$ cat config.mk
export PLATFORM = sky130hd
export DESIGN_NAME = if_prefetch_buf_flat
export DESIGN_NICKNAME = d
export VERILOG_FILES = /design/src/rtl/if_prefetch_buf_pkg.sv /design/src/rtl/if_prefetch_buf_if.sv /design/src/rtl/if_prefetch_buf_ifq_fifo.sv /design/src/rtl/if_prefetch_buf.sv /design/src/flat_wrapper.sv
export SDC_FILE = /design/constraint.sdc
export NUM_CORES = 1
export LEC_CHECK = 0
export CELL_PAD_IN_SITES_DETAIL_PLACEMENT = 1
export CELL_PAD_IN_SITES_GLOBAL_PLACEMENT = 2
export CORE_MARGIN = 3
export CORE_UTILIZATION = 40
export CTS_BUF_LIST = sky130_fd_sc_hd__clkbuf_16
export CTS_CLUSTER_DIAMETER = 200
export DETAILED_ROUTE_END_ITERATION = 6
export GPL_ROUTABILITY_DRIVEN = 0
export PLACE_DENSITY = 0.73
export RECOVER_POWER = 25
export REMOVE_ABC_BUFFERS = 1
export SETUP_SLACK_MARGIN = 0.1
export SLEW_MARGIN = 20
export SYNTH_ARGS = -nofsm -noshare
export SYNTH_HDL_FRONTEND = slang
export SYNTH_SLANG_ARGS = --single-unit
$ cat constraint.sdc
create_clock -name clk -period 8.9 [get_ports clk]
set_input_delay 1.78 -clock clk [delete_from_list [all_inputs] [get_ports clk]]
set_output_delay 1.78 -clock clk [all_outputs]
set_load 0.005 [all_outputs]
$ cat src/rtl/if_prefetch_buf_pkg.sv
// rtl/if_prefetch_buf_pkg.sv - shared constants and entry type for the instruction prefetch buffer
package if_prefetch_buf_pkg;
  localparam int              XLEN             = 32;
  localparam int              INSTR_BYTES      = 4;
  localparam logic [XLEN-1:0] RESET_PC_DEFAULT = 32'h0000_0000;

  typedef struct packed {
    logic [XLEN-1:0] instr;
    logic [XLEN-1:0] pc;
  } if_entry_t;
endpackage

$ cat src/rtl/if_prefetch_buf_if.sv
// rtl/if_prefetch_buf_if.sv - instruction memory request/response channel
interface if_prefetch_buf_if;
  import if_prefetch_buf_pkg::*;

  logic            mem_req_valid;
  logic            mem_req_ready;
  logic [XLEN-1:0] mem_req_addr;
  logic            mem_rsp_valid;
  logic [XLEN-1:0] mem_rsp_data;

  modport master (
    output mem_req_valid,
    output mem_req_addr,
    input  mem_req_ready,
    input  mem_rsp_valid,
    input  mem_rsp_data
  );

  modport slave (
    input  mem_req_valid,
    input  mem_req_addr,
    output mem_req_ready,
    output mem_rsp_valid,
    output mem_rsp_data
  );
endinterface

$ cat src/rtl/if_prefetch_buf_ifq_fifo.sv
// rtl/if_prefetch_buf_ifq_fifo.sv - synchronous FIFO of if_entry_t with clear and occupancy count
module ifq_fifo
  import if_prefetch_buf_pkg::*;
#(
  parameter int DEPTH = 4
) (
  input  logic                     clk,
  input  logic                     rst,
  input  logic                     i_push,
  input  if_entry_t                i_data,
  input  logic                     i_pop,
  input  logic                     i_clear,
  output if_entry_t                o_head,
  output logic [$clog2(DEPTH):0]   o_count,
  output logic                     o_full,
  output logic                     o_empty
);
  localparam int AW = $clog2(DEPTH);
  localparam int CW = AW + 1;

  if_entry_t     r_mem [DEPTH];
  logic [AW-1:0] r_wr_ptr;
  logic [AW-1:0] r_rd_ptr;
  logic [CW-1:0] r_count;
  logic          w_push;
  logic          w_pop;

  assign o_full  = (r_count == CW'(DEPTH));
  assign o_empty = (r_count == '0);
  assign o_count = r_count;
  assign o_head  = r_mem[r_rd_ptr];

  // A push into a full FIFO is only taken when a pop frees the slot in the same cycle.
  assign w_pop  = i_pop && !o_empty;
  assign w_push = i_push && (!o_full || w_pop);

  always_ff @(posedge clk) begin
    if (w_push && !i_clear) begin
      r_mem[r_wr_ptr] <= i_data;
    end
  end

  always_ff @(posedge clk or posedge rst) begin
    if (rst) begin
      r_wr_ptr <= '0;
      r_rd_ptr <= '0;
      r_count  <= '0;
    end else if (i_clear) begin
      r_wr_ptr <= '0;
      r_rd_ptr <= '0;
      r_count  <= '0;
    end else begin
      if (w_push) begin
        r_wr_ptr <= r_wr_ptr + AW'(1);
      end
      if (w_pop) begin
        r_rd_ptr <= r_rd_ptr + AW'(1);
      end
      r_count <= r_count + CW'(w_push) - CW'(w_pop);
    end
  end
endmodule

$ cat src/rtl/if_prefetch_buf.sv
// rtl/if_prefetch_buf.sv - sequential instruction prefetcher with redirect flush
// Define IF_PREFETCH_BYPASS_EN to forward a live response to the outputs when the FIFO is empty.
module if_prefetch_buf
  import if_prefetch_buf_pkg::*;
#(
  parameter int              DEPTH    = 4,
  parameter logic [XLEN-1:0] RESET_PC = RESET_PC_DEFAULT
) (
  input  logic              clk,
  input  logic              rst,
  input  logic              i_stall,
  input  logic              i_pcsrc,
  input  logic [XLEN-1:0]   i_pctarget,
  output logic              o_instr_valid,
  output logic [XLEN-1:0]   o_instr,
  output logic [XLEN-1:0]   o_instr_pc,
  if_prefetch_buf_if.master mem
);
  localparam int CW = $clog2(DEPTH) + 1;
  localparam int SW = CW + 1;

  logic [XLEN-1:0] r_fetch_pc;
  logic [CW-1:0]   r_stale;
  logic            r_epoch;
  logic            r_run;
  if_entry_t       r_hold;

  if_entry_t       w_q_head;
  if_entry_t       w_tag_head;
  if_entry_t       w_tag_wdata;
  if_entry_t       w_rsp_entry;
  logic [CW-1:0]   w_q_count;
  logic [CW-1:0]   w_tag_count;
  logic [CW-1:0]   w_pool;
  logic [SW-1:0]   w_credit;
  logic            w_q_full, w_q_empty, w_tag_full, w_tag_empty;
  logic            w_req_hs, w_rsp_live, w_bypass, w_pop, w_q_push;

  // The tag queue depth equals the outstanding count; stale responses still hold credit.
  assign w_credit = SW'(w_q_count) + SW'(w_tag_count) + SW'(r_stale);
  assign w_pool   = r_stale + w_tag_count;

  assign mem.mem_req_valid = r_run && !i_pcsrc && !w_tag_full && (w_credit < SW'(DEPTH));
  assign mem.mem_req_addr  = r_fetch_pc;
  assign w_req_hs          = mem.mem_req_valid && mem.mem_req_ready;

  assign w_tag_wdata = '{instr: {{(XLEN-1){1'b0}}, r_epoch}, pc: r_fetch_pc};
  assign w_rsp_entry = '{instr: mem.mem_rsp_data, pc: w_tag_head.pc};
  assign w_rsp_live  = mem.mem_rsp_valid && (r_stale == '0) && !w_tag_empty &&
                       (w_tag_head.instr == {{(XLEN-1){1'b0}}, r_epoch});

`ifdef IF_PREFETCH_BYPASS_EN
  assign w_bypass = w_q_empty && w_rsp_live;
`else
  assign w_bypass = 1'b0;
`endif

  always_comb begin
    o_instr_valid = !w_q_empty;
    o_instr       = w_q_empty ? r_hold.instr : w_q_head.instr;
    o_instr_pc    = w_q_empty ? r_hold.pc    : w_q_head.pc;
    if (w_bypass) begin
      o_instr_valid = 1'b1;
      o_instr       = w_rsp_entry.instr;
      o_instr_pc    = w_rsp_entry.pc;
    end
  end

  assign w_pop    = o_instr_valid && !i_stall;
  assign w_q_push = w_rsp_live && !i_pcsrc && !(w_bypass && w_pop);

  ifq_fifo #(.DEPTH(DEPTH)) u_instr_q (
    .clk     (clk),
    .rst     (rst),
    .i_push  (w_q_push),
    .i_data  (w_rsp_entry),
    .i_pop   (w_pop),
    .i_clear (i_pcsrc),
    .o_head  (w_q_head),
    .o_count (w_q_count),
    .o_full  (w_q_full),
    .o_empty (w_q_empty)
  );

  ifq_fifo #(.DEPTH(DEPTH)) u_tag_q (
    .clk     (clk),
    .rst     (rst),
    .i_push  (w_req_hs),
    .i_data  (w_tag_wdata),
    .i_pop   (w_rsp_live),
    .i_clear (i_pcsrc),
    .o_head  (w_tag_head),
    .o_count (w_tag_count),
    .o_full  (w_tag_full),
    .o_empty (w_tag_empty)
  );

  always_ff @(posedge clk or posedge rst) begin
    if (rst) begin
      r_fetch_pc <= RESET_PC;
      r_stale    <= '0;
      r_epoch    <= 1'b0;
      r_run      <= 1'b0;
      r_hold     <= '0;
    end else begin
      r_run <= 1'b1;
      if (o_instr_valid) begin
        r_hold <= '{instr: o_instr, pc: o_instr_pc};
      end
      if (i_pcsrc) begin
        // A response arriving in the redirect cycle retires one of the requests being orphaned.
        r_fetch_pc <= i_pctarget & ~XLEN'(3);
        r_epoch    <= ~r_epoch;
        r_stale    <= (mem.mem_rsp_valid && (w_pool != '0)) ? w_pool - CW'(1) : w_pool;
      end else begin
        if (w_req_hs) begin
          r_fetch_pc <= r_fetch_pc + XLEN'(INSTR_BYTES);
        end
        if (mem.mem_rsp_valid && (r_stale != '0)) begin
          r_stale <= r_stale - CW'(1);
        end
      end
    end
  end

  a_no_drop: assert property (@(posedge clk) disable iff (rst) !(w_q_push && w_q_full && !w_pop));
endmodule
$ cat src/flat_wrapper.sv
// flat-port wrapper written by rule: the top's interface ports become plain ports
module if_prefetch_buf_flat import if_prefetch_buf_pkg::*;
#(
  parameter int              DEPTH    = 4,
  parameter logic [XLEN-1:0] RESET_PC = RESET_PC_DEFAULT
)
  (clk, rst, i_stall, i_pcsrc, i_pctarget, o_instr_valid, o_instr, o_instr_pc, mem_mem_req_valid, mem_mem_req_addr, mem_mem_req_ready, mem_mem_rsp_valid, mem_mem_rsp_data);
  if_prefetch_buf_if mem_i ();
  input  logic clk;
  input  logic rst;
  input  logic i_stall;
  input  logic i_pcsrc;
  input  logic [XLEN-1:0] i_pctarget;
  output logic o_instr_valid;
  output logic [XLEN-1:0] o_instr;
  output logic [XLEN-1:0] o_instr_pc;
  output wire logic [$bits(mem_i.mem_req_valid)-1:0] mem_mem_req_valid;
  output wire logic [$bits(mem_i.mem_req_addr)-1:0] mem_mem_req_addr;
  input wire logic [$bits(mem_i.mem_req_ready)-1:0] mem_mem_req_ready;
  input wire logic [$bits(mem_i.mem_rsp_valid)-1:0] mem_mem_rsp_valid;
  input wire logic [$bits(mem_i.mem_rsp_data)-1:0] mem_mem_rsp_data;
  assign mem_mem_req_valid = mem_i.mem_req_valid;
  assign mem_mem_req_addr = mem_i.mem_req_addr;
  assign mem_i.mem_req_ready = mem_mem_req_ready;
  assign mem_i.mem_rsp_valid = mem_mem_rsp_valid;
  assign mem_i.mem_rsp_data = mem_mem_rsp_data;
  if_prefetch_buf #(.DEPTH(DEPTH), .RESET_PC(RESET_PC)) u_core (.clk(clk), .rst(rst), .i_stall(i_stall), .i_pcsrc(i_pcsrc), .i_pctarget(i_pctarget), .o_instr_valid(o_instr_valid), .o_instr(o_instr), .o_instr_pc(o_instr_pc), .mem(mem_i));
endmodule
Word-level counts from Yosys, hierarchy flattened --
Memories as Yosys holds them, arrays and structs flattened. Index checks and enable logic that the tools add are counted.
Storage, ports and cells: word-level logic and storage cells 90, register bits 115, bits of input ports 70, output and inout port bits 98, memories 2, memory bits (writable) 388
Memory list:
- u_core.u_instr_q.r_mem | words 4, width 64, rd ports 1, clocked after memory_dff 0, wr ports 1, line if_prefetch_buf_ifq_fifo.sv:21 | if_entry_t r_mem [DEPTH];
- u_core.u_tag_q.r_mem | words 4, width 33, rd ports 1, clocked after memory_dff 0, wr ports 1, line if_prefetch_buf_ifq_fifo.sv:21
Cells by class: order comparisons 1, bitwise operators 1, equality and inequality tests 3, muxes and demuxes 21, add/sub/neg operators 14, reduce and logical (&&, ||, !) cells 36
Operators by type and width (count):
- 32-bit two-way mux | 4
- 32-bit by 3-bit adder with 32-bit output (second input constant) | 1
- 32-bit by 1-bit equality test with 1-bit output | 1
- 1-bit logical AND | 17
- 2-bit two-way mux | 8
- 3-bit two-way mux | 5
- 2-bit nonzero test | 6
- 3-bit logical NOT | 3
- 2-bit by 1-bit adder with 2-bit output (second input constant) | 4
- 3-bit by 1-bit adder with 3-bit output | 2
- 3-bit equality test (second input constant) | 2
- 1-bit logical NOT | 6
- 3-bit nonzero test | 2
- 3-bit by 1-bit subtractor with 3-bit output | 2
- 3-bit by 1-bit subtractor with 3-bit output (second input constant) | 2
- 3-bit by 3-bit adder with 4-bit output | 1
- 4-bit by 3-bit adder with 4-bit output | 1
- 4-bit by 3-bit < comparator with 1-bit output (second input constant) | 1
- 1-bit two-way mux | 4
- 3-bit adder | 1
- 1-bit logical OR | 2
- 1-bit inverter | 1

Depth between registers and ports, before layout --
Gate-level depths: netlist of run 1.
depth in word-level cells 10, depth in mapped cells 16, depth with buffers taken out 14

Hierarchy --
From an unflattened synthesis of run 1, not the netlist that was laid out.
Unflattened totals: cells, all modules 1231, area total of the unflattened synthesis 24895.1 um^2
Modules (own cells, without submodules):
- ifq_fifo | cells an instance 380, sequential area each 7862.5 um^2, area each 9721.8 um^2, instances 2
- if_prefetch_buf | cells an instance 471, sequential area each 2477.4 um^2, area each 5451.5 um^2, instances 1

Least setup slack after synthesis of run 1 --
OpenSTA, ideal clock, no wires.
path type input -> register, start input mem_mem_rsp_valid, end memory u_core.u_instr_q.r_mem[0][10] in the netlist's numbering, enable pin, arrival time 3999 ps, slack 4475 ps, buffers on the path 0, required time 8474 ps, setup time 426 ps, stages 3, path through o311ai_0 > nor4_4 > and2_1
Between the ends: longest elaborated chain between the ends 8
Ends and longest elaborated chain:
- start: declaration | line flat_wrapper.sv:20 | input wire logic [$bits(mem_i.mem_rsp_valid)-1:0] mem_mem_rsp_valid;
- 1-bit logical AND (3 in series) | line if_prefetch_buf.sv:49 | assign w_rsp_live = mem.mem_rsp_valid && (r_stale == '0) && !w_tag_empty &&
- 1-bit logical AND | line if_prefetch_buf.sv:70 | assign w_q_push = w_rsp_live && !i_pcsrc && !(w_bypass && w_pop);
- 1-bit logical AND | line if_prefetch_buf_ifq_fifo.sv:35 | assign w_push = i_push && (!o_full || w_pop);
- 1-bit logical AND | line if_prefetch_buf_ifq_fifo.sv:38 | if (w_push && !i_clear) begin
- 1-bit two-way mux | line if_prefetch_buf_ifq_fifo.sv:38
- 1-bit two-way mux (implied by the code) | line if_prefetch_buf_ifq_fifo.sv:39 | r_mem[r_wr_ptr] <= i_data;
- end: declaration | line if_prefetch_buf_ifq_fifo.sv:21
No other way between the ends.

Worst setup path after layout of run 1 --
start register u_core.u_instr_q.r_rd_ptr[0], end output o_instr_pc[17]
Between the ends: longest elaborated chain between the ends 2
Ends and longest elaborated chain:
- start: declaration | line if_prefetch_buf_ifq_fifo.sv:23 | logic [AW-1:0] r_rd_ptr;
- start signal: assignment | line if_prefetch_buf_ifq_fifo.sv:57 | r_rd_ptr <= r_rd_ptr + AW'(1);
- memory read 4 x 64 bit
- 32-bit two-way mux | line if_prefetch_buf.sv:61 | o_instr_pc = w_q_empty ? r_hold.pc : w_q_head.pc;
- end: declaration | line flat_wrapper.sv:16 | output logic [XLEN-1:0] o_instr_pc;
No other way between the ends.

==> key figures, run 1 <==
STA
  • Crit path time final: 6.222 ns
  • Setup_tns: 0 ns
  • Endpoints failing setup: 0
  • Relative slew slack: -90.85%
  • Final Hold Viols: 0
  • Crit share post-route: 69.91%
  • Fmax: 0.1607 GHz
  • Unrepaired setup endpoints after global routing: false
  • Worst slew pin tran: 2.863 ns
  • Pins Over Slew Limit: 60
  • Clock Skew: 0.01324 ns

Worst setup path
  • Setup crit start: u_core.u_instr_q.r_rd_ptr[0]$_DFFE_PP0P_
  • CP max FO: 39
  • Critical path type: register to output port
  • CP endpoint kind: output port
  • Startpoint Class: register
  • R2R Path Start: u_core.u_tag_q.o_count[1]$_DFF_PP0_
  • Arrival @ worst endpoint: 4.44 ns
  • Reg2reg path depth: 15
  • Worst Path Required: 7.12 ns

CTS
  • CTS Buf Count: 52
  • TritonCTS clock tree: done
  • Hold_buf cts: 0
  • Post-CTS Setup Inserts: 0
  • Max Root-Sink Buffers: 3
  • CTS clk-pin slew, worst paths: 0.06 ns
  • H-tree depth: 2
  • Clk_lat worst skew: 0.58 ns
  • Post-CTS sizing: 0
  • CTS sink cnt: 485
  • Clock root buffer: clkbuf_16

GRT
  • Vias in the first global route: 11020
  • Largest net degree at the start of global routing: 66
  • Routing usage on met3: 2.914%
  • M2 GR Usage: 29.69%
  • Grt total ovfl: 0
  • Grt met1 use: 22.43%
  • GRT Util Overall: 17.23%
  • Initial antenna violation count: 1
  • First-pass GRT wire length: 66940 um
  • GR peak layer: met2

Die
  • FP Rows: 80
  • Top Ports: 168
  • Initial Util: 40.77%
  • Chip width: 227.5 um
  • Core area: 48150 um^2
  • Die area: 51770 um^2
  • DIE HEIGHT: 227.5 um

Yosys
  • Post-synth EDFFs: 372
  • Synth Cell Area: 19630 um^2
  • Seq/Total Area, Yosys: 71.31%
  • Dominant synthesized flop cell: edfxtp_1
  • Synth Register Bits: 485
  • Warning count from the yosys run: 0
  • Synth cell types: 56
  • Post-synth ARST share: 23.30%
  • Gate Count Post-Synth: 1044
  • Avg Inst Size Synth: 18.80 um^2

Final layout
  • Area delta synth->final: 21.20%
  • Share of layout cells above drive strength 1: 25.49%
  • Commonest non-fill, non-tap cells in the layout: edfxtp_1, clkdlybuf4s50_1, mux2_2
  • Leading cell type in the layout, fill and taps excluded: edfxtp_1
  • Fin nets: 1326

Worst hold path
  • Worst hold path class: register to register
  • Hold path depth: 1
  • Min-delay src: u_core.r_hold[1]$_DFFE_PP0N_

Route
  • Vias: 10170
  • DRC Markers: 0
  • Final WL: 43810 um
  • Via density: 5.266
  • Initial DRC count: 647
  • ANT nets after route: 0
  • Wirelength per Cell: 22.68 um
  • Drt pass-1 iters: 5

Placed design
  • Placed wire-length estimate: 26300 um
  • Number of port buffers: 163

Outcome
  • Status: finished with violations
  • Failing checks: capacitance limit, slew limit

Power and ir drop
  • Final Power: 7067 uW
  • Pwr Density: 297.1 nW/um^2
  • Pleak: 0.008112 uW
  • Max rail drop VDD: 0.0001377 V

Flow run
  • Max-Cap Viols: 2
## final timing paths
path,to,slack [ns]
max,o_instr_pc[17],2.68
min,u_core.r_hold[1]$_DFFE_PP0N_,0.48
max reg2reg,u_core.u_tag_q.o_count[2]$_DFF_PP0_,4.40
min reg2reg,u_core.r_hold[1]$_DFFE_PP0N_,0.48
max in group asynchronous,u_core.u_tag_q.r_rd_ptr[0]$_DFFE_PP0P_,5.88
min in group asynchronous,u_core.r_hold[35]$_DFFE_PP0N_,1.69
## logic make-up (layout without fill, tap and decap cells)
kind of cell / after synthesis / count (layout) / share of synthesized area, %
flops: 485 / 485 / 71.31
mux: 224 / 224 / 18.15
simple gates: 155 / 155 / 4.086
buf+inv: 72 / 302 / 1.651
compound gates: 62 / 62 / 2.110
fa+ha+maj: 24 / 24 / 1.759
xor+xnor: 20 / 20 / 0.8924
other cells: 2 / 4 / 0.03826
## area by class of cell
class / instances / area [um^2]
timing repair buffer: 183 / 1769
multi-input combinational: 488 / 5321
clock inverter: 44 / 454.2
fill: 4483 / 24350
tap: 656 / 820.8
clock buffer: 53 / 1326
antenna: 1 / 2.502
inverter: 22 / 93.84
sequential: 485 / 14000
## worst max-delay path, cell delays in order (launching register included)
cell and delay (ns):
dfrtp_1 1.55, buf_4 0.87, mux4_2 0.64, mux2_2 0.29, clkdlybuf4s50_1 0.49
## where the power goes
group	switching [uW]	leakage [uW]	internal [uW]
logic	767	0.00248	1170
clock network	865	0.000922	1370
registers	201	0.00471	2700
total	1830	0.00811	5240
## metrics by stage
stage	worst slack [ns]	hold slack (ns)	cells	util, %	area, um^2
2_1_floorplan	3.655	0.4442	995	-	19390
6_report	2.678	0.4790	1932	49.42	23790
5_1_grt	2.181	0.5037	1932	49.42	23790
4_1_cts	3.342	0.4827	1931	49.43	23800
3_3_place_gp	4.020	0.4630	1834	45.74	22020
3_5_place_dp	3.972	0.4681	1834	45.74	22020
## registers in the layout (all words and copies together), names as in the netlist, 3 cells and up
name	count
u_core.mem.mem_req_addr	30
u_core.r_hold	64
u_core.r_stale	3
u_core.u_instr_q.o_count	3
u_core.u_instr_q.r_mem	248
u_core.u_tag_q.o_count	3
u_core.u_tag_q.r_mem	124
## cell usage after synthesis, types with 2 or more instances
cell type | n | share of area [%]
o31ai_1 | 2 | 0.076
a221o_1 | 3 | 0.15
nor3_1 | 13 | 0.33
nand2b_1 | 2 | 0.064
nor2b_1 | 4 | 0.13
conb_1 | 2 | 0.038
a32oi_1 | 2 | 0.089
a31oi_1 | 2 | 0.064
nor2_1 | 24 | 0.46
nand4_1 | 16 | 0.51
and2_1 | 14 | 0.45
fa_1 | 6 | 0.61
edfxtp_1 | 372 | 57
o21ai_0 | 22 | 0.56
a211o_1 | 2 | 0.089
nor4_1 | 2 | 0.064
ha_1 | 18 | 1.1
xor2_1 | 12 | 0.54
mux2_2 | 126 | 7.2
xnor2_1 | 8 | 0.36
mux2i_1 | 5 | 0.25
nand3_1 | 18 | 0.46
and3_1 | 6 | 0.19
nand2_1 | 43 | 0.82
buf_6 | 3 | 0.17
o211ai_1 | 8 | 0.31
buf_4 | 4 | 0.15
buf_2 | 12 | 0.31
mux4_2 | 93 | 11
buf_1 | 9 | 0.17
and4_1 | 3 | 0.13
o211a_1 | 2 | 0.10
o311ai_0 | 4 | 0.18
clkbuf_1 | 22 | 0.42
inv_1 | 19 | 0.36
dfrtp_1 | 113 | 14
a21oi_1 | 9 | 0.23
## metal layers
metal,vias up,part of all wire [%]
li1,4504,-
met1,5388,43
met2,212,50
met3,69,4.1
met4,0,2.6
met5,-,0
(Power assumes the default switching activity.)
==> run 2, diff against run 1 <==
Clock period 8.9 ns to 6.02 ns, I/O delays scaled along.
==> key figures, run 2 (synthesis results as in run 1) <==
Outcome
  • Status: finished, final reports clean

CTS
  • Clock root buffer: clkbuf_16
  • H-tree depth: 2 (unchanged)
  • CTS Buf Count: 52 (unchanged)
  • Post-CTS Setup Inserts: 0 (unchanged)
  • CTS clk-pin slew, worst paths: 0.06 ns (about the same)
  • Hold_buf cts: 0 (unchanged)
  • Clk_lat worst skew: 0.59 ns (about the same)
  • Post-CTS sizing: 0 (unchanged)
  • Max Root-Sink Buffers: 3 (unchanged)
  • CTS sink cnt: 485 (unchanged)
  • TritonCTS clock tree: done

Worst setup path
  • Setup crit start: u_core.u_tag_q.o_count[1]$_DFF_PP0_
  • Worst Path Required: 4.82 ns (-2.30 ns)
  • CP Buf/Inv Count: 2 (unchanged)
  • Arrival @ worst endpoint: 3.39 ns (-1.05 ns)
  • Reg2reg path depth: 15 (unchanged)
  • Startpoint Class: register
  • CP endpoint kind: output port
  • Critical path type: register to output port
  • Most used cell, CP: fa_1
  • CP delay by family, top: adder cells
  • R2R Path Start: u_core.u_tag_q.o_count[1]$_DFF_PP0_
  • Flop2flop setup slack: 1.51 ns (-2.89 ns)
  • CP max FO: 6 (-85%)
  • CP Cell Sequence: inv_1 -> fa_1 -> or2_2 -> fa_1 -> and3b_1 -> and3_1 -> clkdlybuf4s50_1
  • R2r endpoint: u_core.u_tag_q.o_count[2]$_DFF_PP0_
  • Crit-path slowest cell: dfrtp_1
  • Slowest Stage Delay on Critical Path: 0.51 ns (-1.04 ns)

Power and ir drop
  • Pleak: 0.008100 uW (-0.15%)
  • Pwr Density: 434.9 nW/um^2 (+46%)
  • Max rail drop VDD: 0.0003583 V (+160%)

Route
  • Wirelength per Cell: 22.39 um (-1.3%)
  • Final WL: 43340 um (-1.1%)
  • ANT nets after route: 0 (unchanged)
  • Via density: 5.242 (-0.44%)
  • Drt pass-1 iters: 4 (-1)
  • Initial DRC count: 675 (+4.3%)
  • Vias: 10150 (-0.24%)
  • DRC Markers: 0 (unchanged)

Placed design
  • Placed wire-length estimate: 26350 um (+0.20%)
  • Post-Place Cells: 1838 (+0.22%)
  • Number of port buffers: 163 (unchanged)

STA
  • Final Hold Viols: 0 (unchanged)
  • Unrepaired setup endpoints after global routing: false
  • Clock Skew: 0.02071 ns (+0.007464 ns)
  • Crit path time final: 4.593 ns
  • Worst slew pin tran: 0.9940 ns (-1.869 ns)
  • Fmax: 0.2177 GHz
  • Crit share post-route: 76.30%
  • Pins Over Slew Limit: 0 (-100%)
  • Setup_tns: 0 ns (unchanged)
  • Min Hold Slack: 0.4735 ns (-0.005501 ns)
  • Endpoints failing setup: 0 (unchanged)
  • Relative slew slack: 33.73% (+120 points)

GRT
  • Largest net degree at the start of global routing: 99 (+50%)
  • GRT Util Overall: 17.22% (about the same)
  • Initial antenna violation count: 0 (-1)
  • Vias in the first global route: 11220 (+1.8%)
  • First-pass GRT wire length: 67290 um (+0.52%)
  • Grt total ovfl: 0 (unchanged)

Worst hold path
  • Worst hold path class: register to register
  • Hold EP: u_core.r_hold[0]$_DFFE_PP0N_
  • Min-delay src: u_core.r_hold[0]$_DFFE_PP0N_
  • Hold path depth: 1 (unchanged)

Die
  • DIE HEIGHT: 227.5 um (unchanged)
  • Top Ports: 168 (unchanged)
  • Chip width: 227.5 um (unchanged)
  • Die area: 51770 um^2 (unchanged)
  • FP Rows: 80 (unchanged)
  • Initial Util: 40.77% (unchanged)
  • Core area: 48150 um^2 (unchanged)

Final layout
  • Number of flip-flops in the largest register: 248 (unchanged)
  • Biggest register: u_core.u_instr_q.r_mem
  • Area delta synth->final: 21.09% (about the same)
  • # fillers: 4476 (-0.16%)
  • Fin nets: 1330 (+0.30%)
  • Share of layout cells above drive strength 1: 25.70% (+0.21 points)
  • Biggest regs: u_core.u_instr_q.r_mem x248, u_core.u_tag_q.r_mem x124, u_core.r_hold x64
  • Leading cell type in the layout, fill and taps excluded: edfxtp_1
  • Ant diodes: 0 (-1)
  • Non-Filler Instances: 1936 (+0.21%)
  • Commonest non-fill, non-tap cells in the layout: edfxtp_1, clkdlybuf4s50_1, mux2_2

Flow run
  • Max-Cap Viols: 0 (-2)
## run 2: cell types whose count changed in the layout (fill, tap and decap cells not counted), moves of 2 or more
cell             change
buf_4                +4
clkinv_2             -2
clkinv_1             +5
dlygate4sd3_1        +2
clkdlybuf4s50_1      -2
bufinv_16            -3
## run 2: worst register-to-register path, cell delays in order, from the launching register on
cell and delay, ns:
dfrtp_1 0.51, inv_1 0.12, fa_1 0.48, or2_2 0.31, fa_1 0.50, and3b_1 0.22, and4_1 0.19, buf_4 0.32
clkinv_2 0.45, ha_1 0.42, inv_1 0.06, ha_1 0.13, inv_1 0.05, fa_1 0.38, xnor2_1 0.17, nor2_1 0.05
## run 2: final cells by class
class / instances / area (um^2) / area share (%)
flip-flops and latches: 485 / 14010 / 58.93
multi-input cells: 488 / 5321 / 22.39
repair buffers: 187 / 1815 / 7.638
clock buffers: 53 / 1326 / 5.580
well taps: 656 / 820.8 / 3.453
clock inverters: 45 / 385.4 / 1.621
inverters: 22 / 93.84 / 0.3948
## run 2: worst max path at each step
stage                                                      to  slack, ns  cells past startpoint
after floorplan                                    o_instr[0]       1.35                      2
after global placement    u_core.u_tag_q.o_count[2]$_DFF_PP0_       1.56                     15
after detailed placement  u_core.u_tag_q.o_count[2]$_DFF_PP0_       1.52                     15
after CTS                                   mem_mem_req_valid       1.36                      7
after global routing                              o_instr[19]       1.26                      6
final                                       mem_mem_req_valid       1.43                      7
## run 2: power breakdown
| group | switching [uW] | leakage [uW] | internal, uW |
|---|---|---|---|
| Combinational | 1070 | 0.00251 | 1750 |
| Sequential | 349 | 0.00471 | 3990 |
| Clock | 1280 | 0.000878 | 1890 |
| Total | 2710 | 0.00810 | 7630 |
## run 2: per-layer routing
metal | share of wire (%) | global-route usage, % | up-vias
met4 | 2.3 | 5.081 | 0
li1 | - | - | 4523
met5 | 0 | 0 | -
met2 | 51 | 30.02 | 215
met3 | 4.6 | 2.966 | 63
met1 | 42 | 22.28 | 5348
## run 2: through the flow
stage | worst slack, ns | cell area, um^2 | utilization (%) | total power, uW
3_5_place_dp | 1.516 | 22060 | 45.82 | 7310
3_3_place_gp | 1.558 | 22060 | 45.82 | 7247
4_1_cts | 1.363 | 23770 | 49.38 | 10540
5_1_grt | 1.258 | 23770 | 49.37 | 10890
6_report | 1.427 | 23770 | 49.37 | 10340
2_1_floorplan | 1.351 | 19390 | - | 6002
==> run 3, diff against run 2 <==
Settings changed: PLACE_DENSITY 0.73 to 0.76.
Clock period 6.02 ns to 4 ns, I/O delays scaled along.
==> key figures, run 3 (synthesis results as in run 1) <==
Final layout
  • Share of layout cells above drive strength 1: 26.74% (+1.0 points)
  • Commonest non-fill, non-tap cells in the layout: edfxtp_1, clkdlybuf4s50_1, mux2_2
  • Biggest regs: u_core.u_instr_q.r_mem x248, u_core.u_tag_q.r_mem x124, u_core.r_hold x64
  • Number of flip-flops in the largest register: 248 (unchanged)
  • Leading cell type in the layout, fill and taps excluded: edfxtp_1
  • Biggest register: u_core.u_instr_q.r_mem
  • Area delta synth->final: 21.40%
  • Fin nets: 1343 (+0.98%)
  • Non-Filler Instances: 1947 (+0.57%)

Worst setup path
  • Reg2reg path depth: 14 (-1)
  • R2R Path Start: u_core.r_stale[1]$_DFFE_PP0P_
  • Arrival @ worst endpoint: 3.00 ns (-0.39 ns)
  • CP endpoint kind: output port
  • Startpoint Class: register
  • R2r endpoint: u_core.u_tag_q.o_count[2]$_DFF_PP0_
  • Flop2flop setup slack: 0.58 ns (-0.93 ns)
  • CP max FO: 125 (+119)
  • Worst Path Required: 3.20 ns (-1.62 ns)
  • Critical path type: register to output port

GRT
  • GRT Util Overall: 17.56% (+0.34 points)
  • Largest net degree at the start of global routing: 126 (+27%)
  • Grt total ovfl: 0 (unchanged)
  • First-pass GRT wire length: 68150 um (+1.3%)
  • Initial antenna violation count: 3 (+3)
  • Vias in the first global route: 11260 (+0.37%)

Outcome
  • Failing checks: capacitance limit, slew limit
  • Status: finished with violations

Route
  • Wirelength per Cell: 22.80 um (+1.9%)
  • Final WL: 44400 um (+2.4%)
  • Initial DRC count: 528 (-22%)
  • Vias: 10270 (+1.2%)
  • Via density: 5.273 (+0.58%)
  • Drt pass-1 iters: 5 (+1)
  • ANT nets after route: 0 (unchanged)
  • DRC Markers: 0 (unchanged)

Flow run
  • Max-Cap Viols: 1 (+1)

STA
  • Crit path time final: 3.803 ns
  • Relative slew slack: -57.12% (-91 points)
  • Endpoints failing setup: 0 (unchanged)
  • Worst slew pin tran: 2.357 ns (+1.363 ns)
  • Fmax: 0.2630 GHz
  • Clock Skew: 0.01524 ns (-0.005468 ns)
  • Final Hold Viols: 0 (unchanged)
  • Min Hold Slack: 0.4287 ns (-0.04471 ns)
  • Crit share post-route: 95.06%
  • Unrepaired setup endpoints after global routing: false
  • Pins Over Slew Limit: 49 (+49)

Die
  • Initial Util: 40.77% (unchanged)
  • Core area: 48150 um^2 (unchanged)
  • FP Rows: 80 (unchanged)
  • Chip width: 227.5 um (unchanged)
  • Top Ports: 168 (unchanged)
  • Die area: 51770 um^2 (unchanged)
  • DIE HEIGHT: 227.5 um (unchanged)

CTS
  • Clock root buffer: clkbuf_16
  • CTS clk-pin slew, worst paths: 0.06 ns (about the same)
  • Max Root-Sink Buffers: 3 (unchanged)
  • H-tree depth: 2 (unchanged)
  • Hold_buf cts: 0 (unchanged)
  • CTS sink cnt: 485 (unchanged)
  • TritonCTS clock tree: done
  • CTS Buf Count: 50 (-3.8%)
  • Clk_lat worst skew: 0.59 ns (about the same)

Worst hold path
  • Worst hold path class: primary input to register
  • Hold EP: u_core.r_stale[2]$_DFFE_PP0P_
  • Min-delay src: i_pcsrc
  • Hold path depth: 2 (+1)

Power and ir drop
  • Pleak: 0.008134 uW (+0.42%)
  • Pwr Density: 637.8 nW/um^2 (+47%)
  • Max rail drop VDD: 0.0004975 V (+39%)

Placed design
  • Placed wire-length estimate: 27870 um (+5.8%)
  • Post-Place Cells: 1850 (+0.65%)
  • Number of port buffers: 163 (unchanged)
[run 3: worst max-delay path by stage]
stage	start	endpoint	slack [ns]	depth (start not counted)
5_1_grt	u_core.u_instr_q.o_count[1]$_DFF_PP0_	o_instr_pc[2]	0.11	7
6_report	u_core.u_instr_q.o_count[1]$_DFF_PP0_	o_instr_pc[2]	0.20	7
3_5_place_dp	u_core.u_instr_q.o_count[1]$_DFF_PP0_	u_core.u_tag_q.r_mem[1][10]$_DFFE_PP_	0.48	9
4_1_cts	u_core.u_instr_q.r_rd_ptr[0]$_DFFE_PP0P_	o_instr_pc[31]	0.12	4
2_1_floorplan	u_core.u_tag_q.r_rd_ptr[0]$_DFFE_PP0P_	u_core.u_instr_q.r_mem[0][10]$_DFFE_PP_	-0.61	4
3_3_place_gp	u_core.u_instr_q.o_count[1]$_DFF_PP0_	u_core.u_tag_q.o_count[2]$_DFF_PP0_	0.43	14
[run 3: critical path, stage by stage, from the launching register on]
cell and delay, ns:
dfrtp_2 0.40, buf_4 0.15, nor3_1 0.19, buf_4 0.20, inv_6 0.03, buf_12 0.18
mux2_2 0.51, clkdlybuf4s50_1 0.46
[run 3: cell type report]
type	count	area, um^2
diodes	1	2.502
clock buffers	50	1251
flip-flops and latches	485	14010
clock inverters	43	252.7
multi-input cells	488	5321
well taps	656	820.8
fillers	4446	24320
inverters	22	88.84
repair buffers	202	2085
[run 3: repair_timing]
action,in CTS,in global routing
buffers inserted,2,1
resized for setup,3,0
setup endpoints to repair,1,22
[run 3: layer usage]
metal | vias up | routed length [um] | global-route usage (%) | share of wire [%]
met5 | - | 29 | 0 | 0.065
met4 | 4 | 1192 | 6.154 | 2.7
met3 | 71 | 1911 | 3.353 | 4.3
met2 | 218 | 22480 | 30.17 | 51
met1 | 5437 | 18780 | 22.48 | 42
li1 | 4536 | - | - | -
[run 3: power breakdown]
part	internal (uW)	total (uW)	switching [uW]
registers	6010	6450	436
clock network	2350	4270	1920
logic	2720	4480	1760
[run 3: stage by stage]
stage               setup slack, ns  TNS, ns  cell area (um^2)  utilization [%]  power (uW)
detailed placement           0.4812        0             22290            46.29       11090
global route                 0.1148        0             23830            49.50       16050
finish                       0.1974        0             23830            49.50       15200
floorplan                   -0.6099  -168.07             19390                -        9033
global placement             0.4294        0             22290            46.29       10970
CTS                          0.1215        0             23810            49.45       15430
